`config.mk`:
```
export PLATFORM = sky130hd
export DESIGN_NAME = ikaopm_dac_rx
export DESIGN_NICKNAME = d
export VERILOG_FILES = /design/src/rtl/ikaopm_dac_rx.sv
export SDC_FILE = /design/constraint.sdc
export NUM_CORES = 1
export LEC_CHECK = 0
export BUFFER_PORTS_ARGS = -buffer_cell sky130_fd_sc_hd__buf_2
export CAP_MARGIN = 20
export CORE_MARGIN = 1.5
export CORE_UTILIZATION = 60
export CTS_CLUSTER_SIZE = 20
export DETAILED_ROUTE_END_ITERATION = 10
export GPL_ROUTABILITY_DRIVEN = 0
export PLACE_DENSITY = 0.84
export SLEW_MARGIN = 40
export SYNTH_ARGS = -nofsm -noshare
export SYNTH_HDL_FRONTEND = slang
export SYNTH_SLANG_ARGS = --single-unit
```
`constraint.sdc`:
```
create_clock -name i_EMUCLK -period 3.48 [get_ports i_EMUCLK]
set_input_delay 0.348 -clock i_EMUCLK [delete_from_list [all_inputs] [get_ports i_EMUCLK]]
set_output_delay 0.348 -clock i_EMUCLK [all_outputs]
set_load 0.005 [all_outputs]
```
`src/rtl/ikaopm_dac_rx.sv`:
```
// ikaopm_dac_rx: YM3012-style DAC receiver. Deserialises the OPM SO stream
// framed by SH1/SH2 and converts each 13-bit floating-point word into a
// signed 16-bit PCM sample, with optional frame-length/overlap checking.
module ikaopm_dac_rx #(
    parameter bit LATCH_TOGETHER = 1'b0,
    parameter bit CHECK_FRAME    = 1'b1
) (
    input  logic        i_EMUCLK,
    input  logic        i_IC_n,
    input  logic        i_phi1_PCEN_n,
    input  logic        i_SO,
    input  logic        i_SH1,
    input  logic        i_SH2,
    input  logic        i_ERR_CLR,
    output logic [15:0] o_EMU_L,
    output logic [15:0] o_EMU_R,
    output logic        o_L_VALID,
    output logic        o_R_VALID,
    output logic        o_FRAME_ERR
);

    logic        en;
    logic [15:0] sr;
    logic [15:0] sr_next;
    logic [15:0] shadow;
    logic [15:0] dec;
    logic [15:0] s16;
    logic [9:0]  mant;
    logic [2:0]  expo;
    logic        sh1_d;
    logic        sh2_d;
    logic        sh1_fall;
    logic        sh2_fall;
    logic [5:0]  frame_cnt;
    logic        armed;
    logic        frame_err;
    logic        err_set;

    assign en       = ~i_phi1_PCEN_n;
    assign sr_next  = {i_SO, sr[15:1]};
    assign sh1_fall = en & sh1_d & ~i_SH1;
    assign sh2_fall = en & sh2_d & ~i_SH2;

    // Floating-point decode of the word including the bit arriving this en
    always_comb begin
        mant = sr_next[12:3];
        expo = sr_next[15:13];
        s16  = {{7{~mant[9]}}, mant[8:0]};
        dec  = '0;
        if (expo != 3'd0) begin
            dec = s16 << (expo - 3'd1);
        end
    end

    // Framing fault: wrong SH2-to-SH2 period once armed, or SH1/SH2 overlap
    always_comb begin
        err_set = (sh2_fall & armed & (frame_cnt != 6'd31)) | (i_SH1 & i_SH2);
    end

    // Shift register, strobe history, sample latches and valid pulses
    always_ff @(posedge i_EMUCLK or negedge i_IC_n) begin
        if (!i_IC_n) begin
            sr        <= '0;
            sh1_d     <= 1'b0;
            sh2_d     <= 1'b0;
            shadow    <= '0;
            o_EMU_L   <= '0;
            o_EMU_R   <= '0;
            o_L_VALID <= 1'b0;
            o_R_VALID <= 1'b0;
        end else begin
            o_L_VALID <= 1'b0;
            o_R_VALID <= 1'b0;
            if (en) begin
                sr    <= sr_next;
                sh1_d <= i_SH1;
                sh2_d <= i_SH2;
                if (sh1_fall) begin
                    if (LATCH_TOGETHER) begin
                        shadow <= dec;
                    end else begin
                        o_EMU_L   <= dec;
                        o_L_VALID <= 1'b1;
                    end
                end
                if (sh2_fall) begin
                    o_EMU_R   <= dec;
                    o_R_VALID <= 1'b1;
                    if (LATCH_TOGETHER) begin
                        // a same-en SH1 fall has not reached the shadow yet
                        o_EMU_L   <= sh1_fall ? dec : shadow;
                        o_L_VALID <= 1'b1;
                    end
                end
            end
        end
    end

    // Frame period counter, arming flag and sticky error
    always_ff @(posedge i_EMUCLK or negedge i_IC_n) begin
        if (!i_IC_n) begin
            frame_cnt <= '0;
            armed     <= 1'b0;
            frame_err <= 1'b0;
        end else if (en && CHECK_FRAME) begin
            if (sh2_fall) begin
                frame_cnt <= '0;
                armed     <= 1'b1;
            end else if (frame_cnt != 6'd63) begin
                frame_cnt <= frame_cnt + 6'd1;
            end
            if (err_set) begin
                frame_err <= 1'b1;
            end else if (i_ERR_CLR) begin
                frame_err <= 1'b0;
            end
        end
    end

    assign o_FRAME_ERR = CHECK_FRAME & frame_err;

endmodule

```
* After elaboration in Yosys (flattened, before gate mapping)
Index checks and enable logic that the tools add are counted.
W data, S select, Z words.
** Word-level totals
- Output and inout port bits :: 35
- Register bits after elaboration :: 60
- Memory bits (read-only) :: 0
- Latch bits :: 0
- Memories kept :: 0
- Bits in writable memories :: 0
** Operators by class
- Multipliers :: 0
- Add/subtract/negate cells :: 2
- Divide/modulo/power cells :: 0
- Order comparisons :: 0
- Equal/unequal tests :: 2
- Shifts and indexed selects :: 1
- Bitwise logic cells :: 12
- Mux-type cells :: 9
- Reduce and logical (&&, ||, !) cells :: 7
** Operator list (number)
- $mux W16 :: 1
- $shl A16 B3 Y16 :: 1
- $mux W6 :: 2
- $reduce_and A2 Y1 :: 4
- $and A1 B1 Y1 :: 7
- $add A6 B1 Y6 const B :: 1
- $mux W1 :: 6
- $ne A6 B5 Y1 const B :: 1
- $ne A6 B6 Y1 const B :: 1
- $not A1 Y1 :: 4
- $reduce_bool A2 Y1 :: 2
- $reduce_bool A3 Y1 :: 1
- $sub A3 B1 Y3 const B :: 1
- $or A1 B1 Y1 :: 1

* Logic depth before layout (Yosys ltp)
- Depth after elaboration :: 8
- Gate-level depth with buffers :: 9

* Worst setup path after synthesis
No wires, ideal clock.
- Kind :: reg-to-reg
- Start point :: reg sr[14]
- End point :: reg o_EMU_L[9]
- Arrival :: 1.748 ns
- Data required time :: 3.348 ns
- Slack :: 1.600 ns
- Clock period less this slack :: 1.880 ns
- Cell stages (with the launch flop) :: 8
- Path buffers :: 2
- Path through :: dfrtp_1 buf_4 inv_2 ha_1 buf_6 mux4_2 a22oi_2 o21ai_1
** On the way
- Word-level cells in the longest chain between the ends :: 3
- Elaborated cells on any way between the ends :: 4
- Classes of those cells :: 1 x add/sub; 1 x shift; 1 x mux; 1 x reduce/logical
** RTL lines
- start: declaration :: line 23 : logic [15:0] sr;
- start signal: assignment :: line 75 : sr <= sr_next;
- $sub A3 B1 Y3 :: line 51 : dec = s16 << (expo - 3'd1);
- $shl A16 B3 Y16 :: line 51
- $mux W16 * :: line 50 : if (expo != 3'd0) begin
- end signal: assignment :: line 91 : o_EMU_L <= sh1_fall ? dec : shadow;
- end: declaration :: line 15 : output logic [15:0] o_EMU_L,
Every way passes the cells marked *; elsewhere a longest branch is shown, timed or not.
A chain may end at the register's enable or synchronous reset.

* Worst setup path in the final report
Same ends and word-level chain as after synthesis.

==> results.cfg <==
[clocking]
cts-root-buf = clkbuf_8
cts.sinks = 56
cts_setup_buffers = 0
clock_latency_ns = 0.31
htree_levels = 2
post_cts_resized = 0
cts-hold-fix-buffers = 0
numCtsBuffers = 5
clkTransAtPathRegs_ns = 0.10
cts_tree = done
clock_path_buffers = 2

[cells_and_area]
n_antenna_cell = 0
final_common_cell = dfrtp_1
multi_input_area_um2 = 1060
layout_common_cells = dfrtp_1 (56), nand2_1 (41), buf_2 (41)
nets = 286
syn_to_final_growth_pct = 12.5
final_util = 0.711
drive_gt1_frac = 0.260
layout.area.seq_um2 = 1400
num-fill-cells = 309

[yosys]
synthCells = 240
ys_types = 40
syn-num-nets = 250
netlist_area_um2 = 2560
syn_avg_cell_area_um2 = 10.7
yosysSeqAreaShare = 0.546
yosys_warnings = 0
ys_ff_latch = 56

[timing]
setup_tns_ns = 0
slew_viol_final = 0
hold_violations = 0
max_freq_ghz = 0.410
relSlewSlack = 0.546
min_period_ns = 2.44
setup_viol = 0
hold_slack_ns = 0.0595
fin_skew_ns = 0.00486
rsz0062_at_grt = false
timing.final.crit_share = 0.700
worst-slew-pin-transition_ns = 0.681

[global_route]
antenna_found_initial = 0
grt_pass1_vias = 1665
grt_first_pass_wirelength_mm = 8.00
grt_usage = 0.233
grt_overflow = 0
grt_max_degree = 35

[detailed_routing]
first_pass_iters = 5
ant_nets = 0
drt_iter0_drc = 182
wl_per_cell_um = 14.7
vias = 1862
routed_wl_mm = 4.81
viasPerCell = 5.69
drcViolationCount = 0

[flow_run]
cap_violations = 0

[worst_setup_path]
critPathLaunch = sr[14]
worstPathCellList = inv_2 > ha_1 > mux4_2 > a22oi_2 > o21ai_1
setup.worst_path.end_class = flop
cp_slowest_cell = ha_1
cp-start-kind = flop
critPathTopFamily = adder cells
critPathMaxStageDelay_ns = 0.70
critPathKind = reg -> reg
path_buf_inv = 1
cp_max_fo = 15
crit_required_ns = 3.67
arrival_ns = 2.62
worstReg2RegStart = sr[14]

[floorplan]
die_w_um = 68.4
core_um2 = 4060
io-pin-count = 42
num_rows = 23
dieArea_um2 = 4680
die_height_um = 68.4
start_util = 0.632

[placed_design]
dp_hpwl_mm = 3.43
io_buffer_count = 41

[hold_path]
min_path_type = in -> async

[run_status]
status = completed

[power_and_ir_drop]
power_leakage_nw = 1.43
p_per_area_nw_per_um2 = 658
ir_worst_vdd_v = 0.000384
## stage by stage
stage / cell area [um^2] / setup WS, ns / std cells / power (mW)
after floorplan: 2560 / 1.60 / 240 / 1.27
after global placement: 2760 / 1.11 / 319 / 1.44
after detailed placement: 2770 / 1.06 / 319 / 1.47
after CTS: 2890 / 1.05 / 327 / 1.91
after global routing: 2890 / 0.804 / 327 / 2.03
final: 2890 / 1.04 / 327 / 1.90
## metal layers
layer	share of wire	track usage
met5	0	0
met4	0.015	0.0675
met3	0.046	0.0543
met2	0.44	0.347
met1	0.50	0.340
## state kept, by name (all words and copies together), names as in the netlist
register and count:
o_EMU_L 16, o_EMU_R 16, sr 12, frame_cnt 6, armed 1, o_FRAME_ERR 1
o_L_VALID 1, o_R_VALID 1, sh1_d 1, sh2_d 1
## layout make-up
| type | instances | share of cell area |
|---|---|---|
| Sequential cell | 56 | 0.485 |
| Multi-Input combinational cell | 164 | 0.367 |
| Timing Repair Buffer | 43 | 0.0763 |
| Clock buffer | 6 | 0.0286 |
| Tap cell | 50 | 0.0217 |
| Clock inverter | 2 | 0.0134 |
| Inverter | 6 | 0.00780 |
## path summary, 6_finish.rpt
path                                     end  slack (ns)  cells past startpoint
worst max register to register    o_EMU_L[9]        1.04                      5
worst max-delay path              o_EMU_L[9]        1.04                      5
max in group asynchronous       frame_cnt[2]        2.62                      2
min in group i_EMUCLK                  sh1_d        0.30                      2
worst min-delay path             o_EMU_R[11]        0.06                      1
worst min register to register    o_EMU_R[1]        0.48                      2
## report_power, final
| part | switching [mW] | internal [mW] | total, mW |
|---|---|---|---|
| combinational | 0.282 | 0.249 | 0.531 |
| sequential | 0.114 | 0.813 | 0.927 |
| clock | 0.206 | 0.235 | 0.441 |
## cell families after synthesis
kind of cell / Yosys count / synth area share
AOI/OAI and AO/OA: 62 / 0.140
xor gates and xnor gates: 1 / 0.00342
adders and majority gates: 3 / 0.0146
buffers and inverters: 20 / 0.0419
DFF: 56 / 0.546
muxes: 31 / 0.133
and+or+nand+nor: 67 / 0.120
## synthesized netlist by cell type (all sizes together)
library cell | instances | area (um^2)
mux4 | 1 | 22.5
buf | 10 | 70.1
a22o | 1 | 8.76
and3 | 2 | 12.5
nor2b | 3 | 18.8
o21ai | 42 | 210
o31a | 1 | 8.76
and2 | 1 | 6.26
nor4bb | 1 | 10.0
nand2b | 3 | 26.3
o211ai | 1 | 7.51
inv | 6 | 22.5
nand3 | 3 | 15.0
dfrtp | 56 | 1400
ha | 3 | 37.5
nand4 | 2 | 12.5
mux2i | 15 | 150
a21oi | 5 | 28.8
mux2 | 15 | 169
nor3 | 1 | 5.00
o22a | 1 | 8.76
nor2 | 6 | 22.5
a21o | 1 | 7.51
a32oi | 1 | 8.76
clkbuf | 4 | 15.0
nand2 | 42 | 158
xnor2 | 1 | 8.76
a22oi | 7 | 57.6
or2 | 1 | 6.26
a31oi | 1 | 6.26
o21a | 1 | 7.51
nand3b | 2 | 15.0
Power figures use the tool's default switching activity.
